`config.mk`:
```
export PLATFORM = sky130hd
export DESIGN_NAME = encoder_8_3_queued
export DESIGN_NICKNAME = d
export VERILOG_FILES = /design/src/rtl/encoder_8_3_queued.sv
export SDC_FILE = /design/constraint.sdc
export NUM_CORES = 1
export LEC_CHECK = 0
export CAP_MARGIN = 20
export CORE_MARGIN = 2
export CORE_UTILIZATION = 48
export CTS_BUF_LIST = sky130_fd_sc_hd__clkbuf_8
export CTS_CLUSTER_DIAMETER = 200
export CTS_CLUSTER_SIZE = 40
export DETAILED_ROUTE_END_ITERATION = 8
export GPL_TIMING_DRIVEN = 0
export MAX_ROUTING_LAYER = met4
export PLACE_DENSITY = 0.86
export SETUP_SLACK_MARGIN = 0.5
export SYNTH_ARGS = -nofsm -noshare
export SYNTH_HDL_FRONTEND = slang
export SYNTH_SLANG_ARGS = --single-unit
```
`constraint.sdc`:
```
create_clock -name clk -period 2.3 [get_ports clk]
set_input_delay 0.345 -clock clk [delete_from_list [all_inputs] [get_ports clk]]
set_output_delay 0.345 -clock clk [all_outputs]
set_load 0.1 [all_outputs]
```
`src/rtl/encoder_8_3_queued.sv`:
```
// Sequential 8:3 priority encoder: latches event pulses into a sticky pending set
// and hands them out one index per valid/ready transfer. Define ENC_ROTATE_EN for round-robin priority.
module encoder_8_3_queued (
    input  logic       clk,
    input  logic       rst,
    input  logic [7:0] A,
    input  logic       ready,
    output logic [2:0] Y,
    output logic       valid,
    output logic [7:0] pending,
    output logic       ovf
);

    localparam logic IDLE = 1'b0;
    localparam logic HOLD = 1'b1;

    logic       state;
    logic [2:0] ptr;
    logic [2:0] sel;
    logic       found;
    logic       load;
    logic [7:0] clr;

    // Descending search from ptr, wrapping 0 -> 7; only the registered set is examined.
    always_comb begin
        found = 1'b0;
        sel   = '0;
        for (int unsigned i = 0; i < 8; i++) begin
            if (!found && pending[ptr - 3'(i)]) begin
                found = 1'b1;
                sel   = ptr - 3'(i);
            end
        end
    end

    assign load  = ((state == IDLE) || ready) && found;
    assign clr   = load ? (8'd1 << sel) : '0;
    assign valid = (state == HOLD);

    always_ff @(posedge clk or posedge rst) begin
        if (rst) begin
            state   <= IDLE;
            Y       <= '0;
            pending <= '0;
            ovf     <= 1'b0;
        end else begin
            // A new event on the bit being loaded re-arms it and does not count as overflow.
            pending <= (pending & ~clr) | A;
            if (|(A & pending & ~clr))
                ovf <= 1'b1;
            if (load) begin
                Y     <= sel;
                state <= HOLD;
            end else if ((state == HOLD) && ready) begin
                state <= IDLE;
            end
        end
    end

`ifdef ENC_ROTATE_EN
    always_ff @(posedge clk or posedge rst) begin
        if (rst)
            ptr <= 3'd7;
        else if (load)
            ptr <= sel - 3'd1;
    end
`else
    assign ptr = 3'd7;
`endif

endmodule

```
# ---- After elaboration in Yosys (flattened, before gate mapping)
# Index checks and enable logic that the tools add are counted.
dict set report totals {
  reg_bits 13
  word_cells 49
  in_bits 11
  out_inout_bits 13
}
dict set report op_classes {
  reduce_logical 19
  n_bitwise 6
  n_mux 19
  n_shift 1
}
# cell count
set op_table {}
lappend op_table {{$and A8 B8 Y8} 3}
lappend op_table {{$mux W3} 8}
lappend op_table {{$mux W1} 10}
lappend op_table {{$logic_and A1 B1 Y1} 9}
lappend op_table {{$mux W8} 1}
lappend op_table {{$not A8 Y8} 1}
lappend op_table {{$or A8 B8 Y8} 1}
lappend op_table {{$reduce_or A8 Y1} 1}
lappend op_table {{$shl A1 B3 Y8 const A} 1}
lappend op_table {{$logic_not A1 Y1} 7}
lappend op_table {{$reduce_bool A2 Y1} 1}
lappend op_table {{$logic_or A1 B1 Y1} 1}
lappend op_table {{$not A1 Y1} 1}

# ---- Logic depth before layout (Yosys ltp)
# Gate-level depths: netlist (run 1).
dict set report depth {
  ltp_word 27
  ltp_mapped 5
  depth_no_buf 4
}

# ---- Worst setup path after synthesis (run 1)
# OpenSTA, ideal clock, no wires.
dict set report synth_path {
  path_kind {reg-to-reg}
  startpoint {register pending[5]}
  endpoint {register ovf}
  slack_ns 0.303
  t_arrival_ns 1.857
  stages_incl_launch_ff 5
  period_less_slack_ns 1.997
  n_path_buf 0
  setup_time_ns 0.139
  required_time_ns 2.161
  path_cell_list {dfrtp_1 nor4_4 nand3_4 o311ai_1 nand4_1}
}
dict set report synth_via {
  elab_chain_cells 22
  elab_cells_between_ends 30
  cone_classes {shift: 1; mux: 13; bitwise: 3; reduce/logical: 13}
}
# item line_no
set synth_lines {}
lappend synth_lines {{start: declaration} 10} ;# output logic [7:0] pending,
lappend synth_lines {{start signal: assignment} 48} ;# pending <= (pending & ~clr) | A;
lappend synth_lines {{$logic_and A1 B1 Y1} 29} ;# if (!found && pending[ptr - 3'(i)]) begin
lappend synth_lines {{$mux W1} 29}
lappend synth_lines {{$logic_not A1 Y1} 29}
lappend synth_lines {{$logic_and A1 B1 Y1} 29}
lappend synth_lines {{$mux W1} 29}
lappend synth_lines {{$logic_not A1 Y1} 29}
lappend synth_lines {{$logic_and A1 B1 Y1} 29}
lappend synth_lines {{$mux W1} 29}
lappend synth_lines {{[... 6 more ...]} -}
lappend synth_lines {{$logic_not A1 Y1} 29}
lappend synth_lines {{$logic_and A1 B1 Y1} 29}
lappend synth_lines {{$mux W3 or $mux W1 (tied branches)} 29}
lappend synth_lines {{$shl A1 B3 Y8 or $logic_and A1 B1 Y1 (tied branches)} {37, 36}}
lappend synth_lines {{$mux W8} 37} ;# assign clr = load ? (8'd1 << sel) : '0;
lappend synth_lines {{$not A8 Y8} 49} ;# if (|(A & pending & ~clr))
lappend synth_lines {{$and A8 B8 Y8 *} 49}
lappend synth_lines {{$reduce_or A8 Y1 *} 49}
lappend synth_lines {{end signal: assignment} 45} ;# ovf <= 1'b0;
lappend synth_lines {{end signal: assignment} 50} ;# ovf <= 1'b1;
lappend synth_lines {{end: declaration} 11} ;# output logic ovf
# Mark *: on every way between the ends. The rest lies on a longest branch, timed or not.
# A chain may end at the register's enable or synchronous reset.

# ---- Worst setup path in the final report (run 1)
dict set report layout_path {
  startpoint {register state, in the netlist valid}
  endpoint {output port valid}
}
# item line_no
set layout_lines {}
lappend layout_lines {{start: declaration} 17} ;# logic state;
lappend layout_lines {{start signal: assignment} 42} ;# state <= IDLE;
lappend layout_lines {{start signal: assignment} 53} ;# state <= HOLD;
lappend layout_lines {{start signal: assignment} 55} ;# state <= IDLE;
lappend layout_lines {{end: declaration} 9} ;# output logic valid,
# No word-level cell between the ends.

==> results.yml, run 1 <==
outcome:
  status: "complete, no violations"
worst_setup_path:
  slowest_delay_ns: 0.82
  crit_chain: "clkdlybuf4s15_1"
  crit_slowest_cell: "clkdlybuf4s15_1"
  end_kind: "output port"
  cp.required_ns: 1.96
  start_kind: "register"
  path_class: "reg -> out"
  arrival_ns: 1.42
  crit_family: "buffers and inverters"
  cp_max_fo: 3
  critPathBufInv: 1
pwr:
  clock_power_share_pct: 35.9
  finalPower_mw: 0.550
  p_sw_share_pct: 29.6
  power.share.sequential_pct: 44.6
  p_comb_share_pct: 19.5
  powerDensity_nw_per_um2: 566
  p_int_mw: 0.387
  power_switching_mw: 0.163
  p_leak_nw: 0.365
  ir_drop_mv: 0.319
placed_design:
  hpwl_um: 1050
  place.gp.congestion: 0.870
  dpl.cell_count: 98
  pre_cts_slack_ns: 0.293
  io_buffers: 23
timing:
  finalMaxSlewViolations: 0
  skew_ns: 0.00419
  max_freq_mhz: 566
  hold_viol: 0
  whs_ns: 0.428
  rsz0062_at_grt: "no"
  worst_pin_slew_ns: 0.948
  finalSetupViolCount: 0
  finalCritPeriodShare_pct: 76.8
  fin_ws_ns: 0.533
  tns_ns: 0
  relSlewSlack_pct: 37.0
  min_period_ns: 1.77
yosys:
  synth_seq_cells: 13
  ys_warn_count: 0
  synth_cell_types: 28
  syn_area_um2: 648
  synth_nets: 71
  syn_inst: 60
  syn_area_per_cell_um2: 10.8
  ys_seq_area_share_pct: 50.2
detailed_routing:
  wl_met2_um: 705
  dr.first_iter.drc_count: 13
  num_vias: 609
  wl_um: 1560
  wl_met1_um: 702
  via_per_inst: 5.86
  drt-pass1-iter-count: 4
  post_drt_wl_per_cell_um: 15.0
  wl_met3_um: 120
  highest_layer: "met4"
  ant_nets: 0
  drc: 0
cells_and_area:
  ff_latch_area_um2: 335
  synthToLayoutAreaGrowth_pct: 50.0
  num-nets-final: 101
  diodes: 0
  drive_gt1_share_pct: 34.8
  fillers: 83
  multi_input_area_um2: 314
  final_cells: 104
die:
  dieArea_um2: 1660
  initial_utilization_pct: 50.4
  io_pins: 24
  fp-row-count: 13
  core_area_um2: 1280
  die_y_um: 40.7
  dieWidth_um: 40.7
clock_network:
  cts_buffer_depth: 2
  htreeDepth: 1
  clkSinkCount: 13
  cts_tree: "built"
  clkTransAtPathRegs_ns: 0.05
  clock_latency_ns: 0.24
  numCtsBuffers: 3
  cts-root-buf: "clkbuf_8"
job:
  cap_violations: 0
hold_path:
  hold_class: "in -> async"
global_route:
  grt-ovfl-total: 0
  grt_max_degree: 14
  grt_antenna_before_repair: 0
  grt_pass1_wl_um: 2330
  first_global_vias: 513
  grt_use_total_pct: 22.8
per-stage QoR:
stage          instance area (µm²)  utilization (%)
5_1_grt                        972             75.7
3_5_place_dp                   907             70.6
2_1_floorplan                  658                -
3_3_place_gp                   907             70.6
6_report                       972             75.7
4_1_cts                        955             74.3
registers in the layout (all words and copies together), names as in the netlist:
signal   count
Y            3
ovf          1
pending      8
valid        1
synth_stat cells:
cell      count  area (µm²)
o32a_1        1        10.0
a21o_1        4        30.0
inv_1         2        7.51
nand2b_1      3        18.8
o31ai_1       1        7.51
nor4_4        1        21.3
nand3_1       2        10.0
a311oi_1      1        8.76
o311ai_0      1        8.76
nand3_4       1        17.5
o211a_1       1        10.0
nor3_1        1        5.00
a31oi_1       3        18.8
nand3b_1      1        7.51
nor4_1        1        6.26
a21o_2        3        26.3
nor2b_1       2        12.5
o31a_2        1        10.0
nor2_1        2        7.51
nand4_1       1        6.26
o21ai_0       3        15.0
a21oi_1       2        10.0
dfrtp_1      13         325
clkbuf_1      2        7.51
o21a_1        1        7.51
o311ai_1      1        8.76
a31o_2        1        8.76
nand2_1       4        15.0
area by class of cell:
type	instances	area share, %
Multi-Input combinational cell	43	32.3
Clock buffer	3	4.25
Tap cell	15	1.93
Inverter	2	0.772
Timing Repair Buffer	25	25.0
Buffer	2	0.901
Clock inverter	1	0.386
Sequential cell	13	34.5
power by group through the flow:
stage	logic [mW]	clock network (mW)	registers, mW
6_report	0.107	0.198	0.245
5_1_grt	0.113	0.210	0.245
4_1_cts	0.108	0.201	0.245
3_5_place_dp	0.110	0	0.249
3_3_place_gp	0.108	0	0.248
2_1_floorplan	0.0239	0	0.295
layout by cell type, fill, tap and decap left out:
cell             instances
buf_4                    2
o21a_1                   1
nor3_1                   1
nand2_1                  4
clkdlybuf4s15_1          3
a21o_1                   4
a31o_2                   1
nor2_1                   2
o311ai_1                 1
a21o_2                   3
inv_1                    3
dfrtp_1                  5
a21oi_1                  2
nor4_4                   1
clkbuf_8                 3
clkbuf_1                 1
o311ai_0                 1
nand3_1                  2
o21ai_0                  3
nor2b_1                  2
o31ai_1                  1
o31a_2                   1
o32a_1                   1
nand4_1                  1
a311oi_1                 1
nor4_2                   1
nand2b_1                 3
clkdlybuf4s15_2          7
dlygate4sd2_1            1
a31oi_1                  3
nand3b_1                 1
o211a_1                  1
clkdlybuf4s50_1         10
nand3_4                  1
dfrtp_2                  8
clkbuf_2                 3
metal layers:
metal / vias up / GRT usage (%)
met1: 286 / 28.9
met4: 0 / 10.0
met5: - / -
met3: 4 / 6.52
met2: 34 / 33.7
li1: 285 / -
cell families (layout without fill, tap and decap cells):
group	after synthesis	in the layout	synth area share [%]
AO/OA/AOI/OAI	24	24	27.8
buffers and inverters	4	33	2.32
flip-flops	13	13	50.2
AND/OR/NAND/NOR	19	19	19.7
worst paths after layout:
check,startpoint,to,slack [ns],cells past startpoint
setup / recovery,valid$_DFFE_PP0P_,valid,0.53,1
hold / removal,rst,Y[2]$_DFFE_PP0P_,0.43,2
setup reg to reg,pending[7]$_DFF_PP0_,ovf$_DFFE_PP0P_,0.69,5
hold reg to reg,Y[1]$_DFFE_PP0P_,Y[1]$_DFFE_PP0P_,0.49,1
max in group asynchronous,rst,pending[4]$_DFF_PP0_,1.50,2
min in group clk,Y[1]$_DFFE_PP0P_,Y[1]$_DFFE_PP0P_,0.49,1
timing repair:
| action | in CTS | in global routing |
|---|---|---|
| hold buffers | 0 | 0 |
| setup endpoints to repair | 13 | 7 |
| resized for setup | 28 | 9 |
| buffers inserted | 0 | 2 |
| pin swaps | 0 | 1 |
No activity file was read; power rests on OpenSTA's default activity.
==> run 2, diff against run 1 <==
--- a/config.mk
+++ b/config.mk
@@ -6,15 +6,16 @@
 export NUM_CORES = 1
 export LEC_CHECK = 0
 export CAP_MARGIN = 20
+export CORE_ASPECT_RATIO = 0.9
 export CORE_MARGIN = 2
-export CORE_UTILIZATION = 48
+export CORE_UTILIZATION = 44
 export CTS_BUF_LIST = sky130_fd_sc_hd__clkbuf_8
 export CTS_CLUSTER_DIAMETER = 200
 export CTS_CLUSTER_SIZE = 40
 export DETAILED_ROUTE_END_ITERATION = 8
 export GPL_TIMING_DRIVEN = 0
 export MAX_ROUTING_LAYER = met4
-export PLACE_DENSITY = 0.86
+export PLACE_DENSITY = 0.8
 export SETUP_SLACK_MARGIN = 0.5
 export SYNTH_ARGS = -nofsm -noshare
 export SYNTH_HDL_FRONTEND = slang
==> constraint.sdc (replaced) <==
create_clock -name clk -period 1.7 [get_ports clk]
set_input_delay 0.255 -clock clk [delete_from_list [all_inputs] [get_ports clk]]
set_output_delay 0.255 -clock clk [all_outputs]
set_load 0.1 [all_outputs]
==> run 2 against run 1 <==
  * Clock power rose by 38%
  * Combinational power is 65% higher
  * Global-route usage increased by 0.96 points
  * Critical path type is now reg -> reg
  * Critical endpoint is now ovf$_DFFE_PP0P_
  * Largest power group unchanged
==> results.yml, run 2 (same netlist as run 1, synthesis figures left out) <==
die:
  dieArea_um2: 1800
  die_y_um: 40.4
  core_area_um2: 1420
  io_pins: 24
  dieWidth_um: 44.5
  initial_utilization_pct: 45.8
  fp-row-count: 13
timing:
  worst_pin_slew_ns: 0.511
  whs_ns: 0.342
  hold_viol: 0
  min_period_ns: 1.59
  finalSetupViolCount: 0
  max_freq_mhz: 627
  finalCritPeriodShare_pct: 93.7
  rsz0062_at_grt: "yes"
  skew_ns: 0.00128
  finalMaxSlewViolations: 0
  relSlewSlack_pct: 65.9
worst_setup_path:
  arrival_ns: 1.70
  start_kind: "register"
  cp_max_fo: 4
  crit_slowest_cell: "dfrtp_4"
  end_kind: "register"
  slowest_delay_ns: 0.50
  path_class: "reg -> reg"
  cp.required_ns: 1.81
  crit_chain: "nor4_4 > nand3_4 > o311ai_4 > nand4_1"
clock_network:
  cts_buffer_depth: 2
  clkTransAtPathRegs_ns: 0.06
  htreeDepth: 1
  hold_buffers: 0
  clock_latency_ns: 0.24
  cts_tree: "built"
  cts-root-buf: "clkbuf_8"
  numCtsBuffers: 3
  clkSinkCount: 13
hold_path:
  hold_class: "in -> async"
cells_and_area:
  drive_gt1_share_pct: 54.6
  multi_input_area_um2: 385
  top_register: "pending"
  synthToLayoutAreaGrowth_pct: 86.5
  diodes: 0
  num-nets-final: 109
  largest_reg_flops: 8
  final_cell_mix: "buf_4 (12), clkdlybuf4s50_1 (9), dfrtp_4 (9)"
  ff_latch_area_um2: 359
  final_common_cell: "buf_4"
  fillers: 75
  reg_top3: "pending: 8 flops, Y: 3 flops"
detailed_routing:
  via_per_inst: 6.21
  drt-pass1-iter-count: 4
  drc: 0
  ant_nets: 0
  num_vias: 696
  wl_um: 2100
  post_drt_wl_per_cell_um: 18.7
  dr.first_iter.drc_count: 30
global_route:
  grt_antenna_before_repair: 0
  grt_pass1_wl_um: 2880
  first_global_vias: 605
  grt_use_total_pct: 23.8
  grt_max_degree: 14
  grt-ovfl-total: 0
pwr:
  powerDensity_nw_per_um2: 649
  ir_drop_mv: 0.613
  finalPower_mw: 0.785
  p_leak_nw: 0.514
outcome:
  status: "complete, no violations"
placed_design:
  io_buffers: 23
  hpwl_um: 1080
  place.gp.congestion: 0.818
job:
  cap_violations: 0
[run 2: critical path, delay by kind of cell (launching register included)]
family | cells | cell delay [ns]
AOI/OAI and AO/OA | 1 | 0.27
DFF | 1 | 0.50
and+or+nand+nor | 3 | 0.69
[run 2: worst paths after layout]
path	start	end	slack, ns	cells past startpoint
min reg2reg	Y[1]$_DFFE_PP0P_	Y[1]$_DFFE_PP0P_	0.50	1
min	rst	pending[7]$_DFF_PP0_	0.34	2
max	pending[4]$_DFF_PP0_	ovf$_DFFE_PP0P_	0.11	4
max reg2reg	pending[4]$_DFF_PP0_	ovf$_DFFE_PP0P_	0.11	4
max in group asynchronous	rst	valid$_DFFE_PP0P_	0.97	2
min in group clk	ready	valid$_DFFE_PP0P_	0.48	4
[run 2: routing by layer]
metal,GRT usage (%),wire length (µm)
met5,-,0
met2,41.5,1040
met1,29.3,816
met3,4.05,166
met4,5.30,78
[run 2: timing repair]
action                                  CTS  global route
setup buffers                             7             3
pin swaps                                 4             2
endpoints found under the setup margin   24            19
hold endpoints to repair                  0             0
resized for setup                       105            14
[run 2: layout make-up]
type	instances	share of cell area, %
Buffer	2	1.66
Clock buffer	3	3.42
Clock inverter	1	0.311
Inverter	2	0.621
Multi-Input combinational cell	43	31.9
Sequential cell	13	29.7
Tap cell	15	1.55
Timing Repair Buffer	33	30.8
[run 2: where the power goes]
part / internal, mW / switching, mW
Clock: 0.159 / 0.113
Sequential: 0.321 / 0.0143
Combinational: 0.0672 / 0.110
Total: 0.547 / 0.237
[run 2: through the flow]
stage | util (%) | area [µm²] | instances | setup TNS [ns] | setup WS (ns)
floorplan | - | 698 | 60 | 0 | 0.00190
global placement | 66.9 | 947 | 98 | -1.16 | -0.155
detailed placement | 66.9 | 947 | 98 | -1.22 | -0.155
CTS | 80.9 | 1140 | 109 | 0 | 0.154
global route | 85.4 | 1210 | 112 | 0 | 0.0645
finish | 85.4 | 1210 | 112 | 0 | 0.106
==> run 3, diff against run 2 <==
--- a/config.mk
+++ b/config.mk
@@ -5,7 +5,6 @@
 export SDC_FILE = /design/constraint.sdc
 export NUM_CORES = 1
 export LEC_CHECK = 0
-export CAP_MARGIN = 20
 export CORE_ASPECT_RATIO = 0.9
 export CORE_MARGIN = 2
 export CORE_UTILIZATION = 44
==> results of run 3 <==
The final DEF is identical to that of run 2; final timing and power are the same.
